[config.mk]
export PLATFORM = sky130hd
export DESIGN_NAME = time_set_ctrl
export DESIGN_NICKNAME = d
export VERILOG_FILES = /design/src/rtl/time_ctrl_pkg.sv /design/src/rtl/btn_debounce.sv /design/src/rtl/time_set_ctrl.sv
export SDC_FILE = /design/constraint.sdc
export NUM_CORES = 1
export LEC_CHECK = 0
export ABC_AREA = 0
export CAP_MARGIN = 0
export CORE_ASPECT_RATIO = 1.2
export CORE_MARGIN = 3
export CORE_UTILIZATION = 38
export DETAILED_ROUTE_END_ITERATION = 10
export GPL_TIMING_DRIVEN = 0
export HOLD_SLACK_MARGIN = 0.06
export SETUP_SLACK_MARGIN = 0.05
export SLEW_MARGIN = 15
export SYNTH_ARGS = -nofsm -noshare
export SYNTH_HDL_FRONTEND = slang
export SYNTH_SLANG_ARGS = --single-unit
[constraint.sdc]
create_clock -name clk -period 2.3 [get_ports clk]
set_input_delay 0.345 -clock clk [delete_from_list [all_inputs] [get_ports clk]]
set_output_delay 0.345 -clock clk [all_outputs]
set_load 0.02 [all_outputs]
[src/rtl/time_ctrl_pkg.sv]
// Shared definitions for the clock time-setting controller: FSM state
// encoding, default cycle counts and the counter width helper.
package time_ctrl_pkg;

  typedef enum logic [1:0] {
    RUN      = 2'd0,
    SET_IDLE = 2'd1,
    HOLD_MIN = 2'd2,
    HOLD_HR  = 2'd3
  } state_t;

  localparam int DEF_TICK_CYC         = 100_000_000;
  localparam int DEF_DEBOUNCE_CYC     = 1_000_000;
  localparam int DEF_REPEAT_DELAY_CYC = 50_000_000;
  localparam int DEF_REPEAT_RATE_CYC  = 10_000_000;

  // Width of a counter that has to hold values 0 .. n-1 (at least one bit).
  function automatic int cnt_w(input int n);
    return (n < 2) ? 1 : $clog2(n);
  endfunction

endpackage

[src/rtl/btn_debounce.sv]
// Pushbutton conditioner: 2-flop synchronizer followed by a debounce
// counter. The debounced level only follows the synchronized input after
// it has disagreed for DEBOUNCE_CYC consecutive cycles; any bounce restarts
// the count. o_press is a registered one-cycle pulse on the level's rise.
module btn_debounce
  import time_ctrl_pkg::*;
#(
  parameter int DEBOUNCE_CYC = DEF_DEBOUNCE_CYC
) (
  input  logic clk,
  input  logic rst_n,
  input  logic i_btn,
  output logic o_level,
  output logic o_press
);

  localparam int            CW       = cnt_w(DEBOUNCE_CYC);
  localparam logic [CW-1:0] CNT_LAST = CW'(DEBOUNCE_CYC - 1);

  logic          r_sync1;
  logic          r_sync2;
  logic [CW-1:0] r_cnt;
  logic          r_level;
  logic          r_level_d;
  logic          r_press;

  // Synchronize, count disagreement cycles, commit the level, detect the rise.
  always_ff @(posedge clk or negedge rst_n) begin
    if (!rst_n) begin
      r_sync1   <= 1'b0;
      r_sync2   <= 1'b0;
      r_cnt     <= '0;
      r_level   <= 1'b0;
      r_level_d <= 1'b0;
      r_press   <= 1'b0;
    end else begin
      r_sync1   <= i_btn;
      r_sync2   <= r_sync1;
      if (r_sync2 == r_level) begin
        r_cnt <= '0;
      end else if (r_cnt == CNT_LAST) begin
        r_level <= r_sync2;
        r_cnt   <= '0;
      end else begin
        r_cnt <= r_cnt + 1'b1;
      end
      r_level_d <= r_level;
      r_press   <= r_level & ~r_level_d;
    end
  end

  assign o_level = r_level;
  assign o_press = r_press;

endmodule

[src/rtl/time_set_ctrl.sv]
// Time-setting sequencer for the digital clock. Owns the 1 s prescaler and
// the RUN / SET_IDLE / HOLD_MIN / HOLD_HR state machine, and turns the three
// debounced pushbuttons into registered single-cycle command pulses.
// Build option: define TIME_SET_AUTOREPEAT_EN to add hold-to-repeat on the
// minute/hour buttons; without it a hold yields only the initial pulse.
module time_set_ctrl
  import time_ctrl_pkg::*;
#(
  parameter int TICK_CYC         = DEF_TICK_CYC,
  parameter int DEBOUNCE_CYC     = DEF_DEBOUNCE_CYC,
  parameter int REPEAT_DELAY_CYC = DEF_REPEAT_DELAY_CYC,
  parameter int REPEAT_RATE_CYC  = DEF_REPEAT_RATE_CYC
) (
  input  logic clk,
  input  logic rst_n,
  input  logic enable,
  input  logic btn_set,
  input  logic btn_hr,
  input  logic btn_min,
  output logic tick_1s,
  output logic min_inc,
  output logic hr_inc,
  output logic sec_clr,
  output logic set_mode
);

  localparam int            PW       = cnt_w(TICK_CYC);
  localparam logic [PW-1:0] PRE_LAST = PW'(TICK_CYC - 1);

  logic w_set_lvl, w_set_press;
  logic w_hr_lvl,  w_hr_press;
  logic w_min_lvl, w_min_press;
  logic w_unused_set_lvl;

  btn_debounce #(.DEBOUNCE_CYC(DEBOUNCE_CYC)) u_db_set (
    .clk(clk), .rst_n(rst_n), .i_btn(btn_set), .o_level(w_set_lvl), .o_press(w_set_press)
  );
  btn_debounce #(.DEBOUNCE_CYC(DEBOUNCE_CYC)) u_db_hr (
    .clk(clk), .rst_n(rst_n), .i_btn(btn_hr), .o_level(w_hr_lvl), .o_press(w_hr_press)
  );
  btn_debounce #(.DEBOUNCE_CYC(DEBOUNCE_CYC)) u_db_min (
    .clk(clk), .rst_n(rst_n), .i_btn(btn_min), .o_level(w_min_lvl), .o_press(w_min_press)
  );

  // The set button only acts on its press edge; its level is not needed.
  assign w_unused_set_lvl = w_set_lvl;

  state_t        r_state, w_state_nxt;
  logic [PW-1:0] r_presc, w_presc_nxt;
  logic          r_tick,  w_tick_nxt;
  logic          r_min,   w_min_nxt;
  logic          r_hr,    w_hr_nxt;
  logic          r_clr,   w_clr_nxt;
  logic          w_rep_fire;

`ifdef TIME_SET_AUTOREPEAT_EN
  localparam int            RW        = (cnt_w(REPEAT_DELAY_CYC) > cnt_w(REPEAT_RATE_CYC)) ?
                                        cnt_w(REPEAT_DELAY_CYC) : cnt_w(REPEAT_RATE_CYC);
  localparam logic [RW-1:0] DLY_LAST  = RW'(REPEAT_DELAY_CYC - 1);
  localparam logic [RW-1:0] RATE_LAST = RW'(REPEAT_RATE_CYC - 1);

  logic [RW-1:0] r_rep;
  logic          r_rep_ph;
  logic          w_holding;

  assign w_holding = (r_state == HOLD_MIN) || (r_state == HOLD_HR);

  // Fire at the end of the initial delay, then at the end of each rate period.
  always_comb begin
    w_rep_fire = r_rep_ph ? (r_rep == RATE_LAST) : (r_rep == DLY_LAST);
  end

  // Repeat counter: parked at 0 outside a hold, so every hold starts fresh.
  always_ff @(posedge clk or negedge rst_n) begin
    if (!rst_n) begin
      r_rep    <= '0;
      r_rep_ph <= 1'b0;
    end else if (!w_holding) begin
      r_rep    <= '0;
      r_rep_ph <= 1'b0;
    end else if (w_rep_fire) begin
      r_rep    <= '0;
      r_rep_ph <= 1'b1;
    end else begin
      r_rep <= r_rep + 1'b1;
    end
  end
`else
  localparam int unused_repeat_cfg = REPEAT_DELAY_CYC + REPEAT_RATE_CYC;
  assign w_rep_fire = 1'b0;
`endif

  // Next state, prescaler update and command pulses; set press always wins.
  always_comb begin
    w_state_nxt = r_state;
    w_presc_nxt = r_presc;
    w_tick_nxt  = 1'b0;
    w_min_nxt   = 1'b0;
    w_hr_nxt    = 1'b0;
    w_clr_nxt   = 1'b0;
    case (r_state)
      RUN: begin
        if (w_set_press) begin
          w_state_nxt = SET_IDLE;
          w_clr_nxt   = 1'b1;
          w_presc_nxt = '0;
        end else if (enable) begin
          if (r_presc == PRE_LAST) begin
            w_tick_nxt  = 1'b1;
            w_presc_nxt = '0;
          end else begin
            w_presc_nxt = r_presc + 1'b1;
          end
        end
      end
      SET_IDLE: begin
        w_presc_nxt = '0;
        if (w_set_press) begin
          w_state_nxt = RUN;
        end else if (w_min_press) begin
          w_min_nxt   = 1'b1;
          w_state_nxt = HOLD_MIN;
        end else if (w_hr_press) begin
          w_hr_nxt    = 1'b1;
          w_state_nxt = HOLD_HR;
        end
      end
      HOLD_MIN: begin
        w_presc_nxt = '0;
        if (w_set_press) begin
          w_state_nxt = RUN;
        end else if (!w_min_lvl) begin
          w_state_nxt = SET_IDLE;
        end else if (w_rep_fire) begin
          w_min_nxt = 1'b1;
        end
      end
      HOLD_HR: begin
        w_presc_nxt = '0;
        if (w_set_press) begin
          w_state_nxt = RUN;
        end else if (!w_hr_lvl) begin
          w_state_nxt = SET_IDLE;
        end else if (w_rep_fire) begin
          w_hr_nxt = 1'b1;
        end
      end
      default: begin
        w_state_nxt = RUN;
        w_presc_nxt = '0;
      end
    endcase
  end

  // State, prescaler and registered output pulses.
  always_ff @(posedge clk or negedge rst_n) begin
    if (!rst_n) begin
      r_state <= RUN;
      r_presc <= '0;
      r_tick  <= 1'b0;
      r_min   <= 1'b0;
      r_hr    <= 1'b0;
      r_clr   <= 1'b0;
    end else begin
      r_state <= w_state_nxt;
      r_presc <= w_presc_nxt;
      r_tick  <= w_tick_nxt;
      r_min   <= w_min_nxt;
      r_hr    <= w_hr_nxt;
      r_clr   <= w_clr_nxt;
    end
  end

  assign tick_1s  = r_tick;
  assign min_inc  = r_min;
  assign hr_inc   = r_hr;
  assign sec_clr  = r_clr;
  assign set_mode = (r_state != RUN);

endmodule
Yosys cells after proc, flatten, opt, wreduce, memory -nomap -nowiden:

Cells that the tools add are included.

* word-level logic and storage cells: 91
* bits in registers: 108

* bitwise operators: 9
* add/subtract/negate cells: 4
* eq/ne operators: 15
* reductions and logical operators: 7
* multiplexer cells: 32

Operators with widths (number)
* $mux 20: 6
* $mux 27: 3
* $add 20x1->20 const B: 3
* $eq 20x20->1 const B: 3
* $pmux 27 s2: 1
* $add 27x1->27 const B: 1
* $eq 27x27->1 const B: 1
* $mux 2: 8
* $mux 1: 13
* $pmux 2 s4: 1
* $ne 3x3->1 const B: 2
* $not 1->1: 6
* $reduce_and 2->1: 3
* $eq 2x2->1 const B: 2
* $ne 4x1->1 const B: 1
* $reduce_and 4->1: 1
* $and 1x1->1: 3
* $eq 1x1->1: 3
* $ne 3x2->1 const B: 1
* $reduce_or 3->1: 1
* $eq 2x1->1 const B: 1
* $logic_not 2->1: 1
* $ne 2x1->1 const B: 1
* $reduce_bool 2->1: 1

Logic depth before layout (Yosys ltp):

* word-level depth: 5
* depth in mapped cells: 7

Modules after synthesis:

From an unflattened synthesis, not the netlist that was laid out.

* cell total of the unflattened synthesis: 543
* area, all modules: 5485.3 sq um

By module, submodules not included
* btn_debounce: area an instance 1171.1 sq um, instances 3, cells an instance 111, sequential area each 625.6 sq um
* time_set_ctrl: area an instance 1971.9 sq um, instances 1, cells an instance 210, sequential area each 825.8 sq um

Worst setup path after synthesis:

OpenSTA, ideal clock, no wires.

* kind: register to register
* start point: reg r_presc[10]
* end point: reg r_presc[3]
* buffers on the path: 1
* required time: 2.178 ns
* data arrival time: 1.871 ns
* setup time: 0.122 ns
* path slack: 0.308 ns
* stages on the path, launching flop included: 7
* cells stage by stage: dfrtp_1 > buf_6 > or4_4 > nor4_2 > nand3_1 > a21o_1 > a32o_1

* longest elaborated chain between the ends: 5

RTL lines
* start, declared: line time_set_ctrl.sv:49 `logic [PW-1:0] r_presc, w_presc_nxt;`
* start signal, assigned: line time_set_ctrl.sv:166 `r_presc <= w_presc_nxt;`
* $eq 27x27->1: line time_set_ctrl.sv:108 `if (r_presc == PRE_LAST) begin`
* $mux 27: line time_set_ctrl.sv:108
* $mux 27: line time_set_ctrl.sv:107 `end else if (enable) begin`
* $mux 27: line time_set_ctrl.sv:103 `if (w_set_press) begin`
* $pmux 27 s2: line time_set_ctrl.sv:101 `case (r_state)`

No other way between the ends. The select of a mux whose other input is x is not followed.
A chain may end at the register's enable or synchronous reset.

Worst setup path in the final report:

* start point: reg r_presc[19]
* end point: reg r_presc[10]

Same word-level chain as after synthesis.

==> metrics.csv <==
metric;value;unit
worst path cell trace;or3_2 -> nor4_4 -> buf_4 -> a21o_4 -> nor4b_1 -> a31o_2;
die area;15600;sq um
antenna violations before repair;0;
internal power of the cells;2.93;mW
Hold Crit Class;reg -> reg;
final instance area;6120;sq um
DR WL met3;539;microns
Period minus WS final;2170;ps
Static Leak;2.57;nW
initial drt markers;217;
residual DRC count;0;
switch share;0.241;
GR Overflow Total;0;
Synth Instances;540;
share of cells above drive strength 1;0.108;
asr flop ratio synth;1.00;
Worst Setup SP;r_presc[19];
Synthesis Warnings;0;
Worst-path clk slew;70;ps
most frequent cells in the layout;dfrtp_1, nor2_1, nand3_1;
hpwl dp;7440;microns
Max-Cap Viols;0;
Clock Path Buffers;2;
clk_lat worst skew;350;ps
Final Cycle Share;0.945;
crit path to;r_presc[10];
final RePlAce weighted congestion;0.849;
Reg area;2700;sq um
Final Hold Fails;0;
starting density of the core;0.397;
Flop pwr share;0.521;
Net Count, Synth;550;
final wirelength;11100;microns
top routing layer used;met4;
cts bufs inserted;9;
CP Class;reg -> reg;
DRT met1 WL;5090;microns
Peak supply drop;0.000399;V
Comb pwr share;0.071;
Hold Path Origin;u_db_hr.r_sync1;
most common cell after layout, fill and taps aside;dfrtp_1;
CTS Sinks;108;
Reg2Reg Setup Slack;130;ps
WL met2;5250;microns
Die Width;114;microns
clock skew;7.05;ps
H-tree levels;3;
Reg-to-Reg Start;r_presc[19];
normalized max-slew margin;0.404;
Slew Limit Fails;0;
PwrDens;631;nW/um^2
DR vias;4088;
area grow syn2layout;14.1;%
GRT Util Overall;0.151;
pre-CTS setup slack;-239;ps
pin count of the biggest net entering global routing;84;
clock group share of total power;0.408;
Pwr Total;3.87;mW
I/O pin count;11;
CTS tree;built;
Req. time, crit path;2540;ps
Antenna Nets Post-Route;0;
CORE AREA;13500;sq um
Cell Count, Final, Fillers Out;741;
RSZ-0062 raised after global routing;no;
Crit Path Max Fanout;7;
placed inst area;5700;sq um
Fillers;1253;
DP Cell Count;718;
Slew @ Worst Pin;886;ps
Max stage delay on crit path;580;ps
crit path max-delay cell type;or3_2;
sequential-to-total area share from yosys stat;0.504;
cell area after synthesis;5370;sq um
RR Endpoint;r_presc[10];
Multi-input gate area;2550;sq um
switching power;0.932;mW
reg2reg path depth;6;
#FFs+latches synth;108;
post-route setup slack;127;ps
Avg Vias per Cell;5.52;
# port buffers;9;
Final nets;579;
Setup Viol. Count Final;0;
total negative slack;0;ps
outcome;completed;
num rows;46;
CP Capture Type;register;
1st-pass router iterations;4;
first-pass GRT wire length;19100;microns
antenna cells;0;
Setup crit start kind;register;
post-synth cell types;56;
Post-synth EDFFs;0;
Routed WL per cell;15.0;microns
Vert. Die Dim;136;microns
CTS root buf;clkbuf_16;
vias in the first global route;4061;
syn_area_per_cell;9.94;sq um
Synth Flop Type;dfrtp_1;
Peak Freq;0.460;GHz
Worst EP arrival;2420;ps
## cell usage after synthesis, types with 2 or more instances
cell type,number,area (sq um)
dfrtp_1,108,2700
nor2_1,89,334
nand3_1,36,180
xnor2_1,34,298
nand2_1,33,124
xor2_1,27,236
nand4_1,22,138
and3_1,15,93.8
a21oi_1,14,70.1
inv_1,13,48.8
nor3_1,13,65.1
nor4_1,12,75.1
o21ai_0,11,55.1
clkbuf_1,9,33.8
nor2b_1,8,50.1
nor4b_1,7,61.3
or2_2,6,37.5
or4_1,6,45.0
nand3b_1,5,37.5
a31o_2,4,35.0
and4_1,4,35.0
ha_1,4,50.1
nor4_2,4,50.1
or3_1,4,25.0
a21o_1,3,22.5
a311oi_1,3,26.3
a31oi_1,3,18.8
buf_6,3,33.8
mux2_2,3,33.8
nand4b_1,3,26.3
nor3b_1,3,22.5
a32o_1,2,20.0
and2_1,2,12.5
clkbuf_8,2,27.5
dlygate4sd1_1,2,17.5
nor4bb_1,2,20.0
o2111ai_1,2,17.5
## what timing repair did
action                                  CTS  global route
endpoints found under the setup margin   19            51
pin swaps                                 2             2
resized for setup                         3            14
hold buffers                              1             0
endpoints found under the hold margin    25             0
setup buffers                             6             1
## power groups by stage
stage / registers [mW] / logic [mW] / clock network [mW]
floorplan: 2.04 / 0.178 / 0
global placement: 2.05 / 0.259 / 0
detailed placement: 2.05 / 0.271 / 0
CTS: 2.01 / 0.276 / 1.63
global route: 2.02 / 0.309 / 1.70
finish: 2.02 / 0.273 / 1.58
## per-stage QoR
stage,util,hold slack [ps]
finish,0.453,357
detailed placement,0.421,230
global route,0.453,371
global placement,0.419,342
CTS,0.449,362
floorplan,-,49.4
## area by class of cell
class                      instances  share of cell area
tap                              168              0.0343
sequential                       108               0.442
multi-input combinational        401               0.417
timing repair buffer              18              0.0296
inverter                          13             0.00797
clock buffer                      10              0.0390
buffer                            18              0.0206
clock inverter                     5              0.0100
## cells by family after synthesis
logic type | after synthesis | synth area share
flops | 108 | 0.504
simple gates | 282 | 0.285
mux | 4 | 0.00816
buf+inv | 31 | 0.0317
compound gates | 50 | 0.0630
fa+ha+maj | 4 | 0.00933
xor+xnor | 61 | 0.0996
## per-layer routing
layer | vias to the layer above | track usage
met5 | - | 0
met4 | 0 | 0.0673
met3 | 22 | 0.0343
met2 | 103 | 0.244
met1 | 1994 | 0.194
li1 | 1969 | -
## critical path: cells and delay by family, from the launching register on
kind	cells	cell delay, ps
AO/OA/AOI/OAI	2	390
flip-flops	1	460
buffers and inverters	1	180
AND/OR/NAND/NOR	3	1040
## how the worst min path moves through the flow
stage / depth (start not counted) / slack [ps] / endpoint
finish: 0 / 360 / u_db_hr.r_sync2
global route: 0 / 370 / u_db_set.r_sync2
CTS: 0 / 360 / u_db_set.r_sync2
detailed placement: 1 / 230 / r_presc[10]
global placement: 0 / 340 / u_db_hr.r_sync2
floorplan: 0 / 50 / hr_inc
## registers in the layout (all words and copies together) (netlist names), 2 cells and up
register	cells
r_state	2
r_presc	27
u_db_hr.r_cnt	20
u_db_min.r_cnt	20
u_db_set.r_cnt	20
No activity file was read; power rests on OpenSTA's default activity.
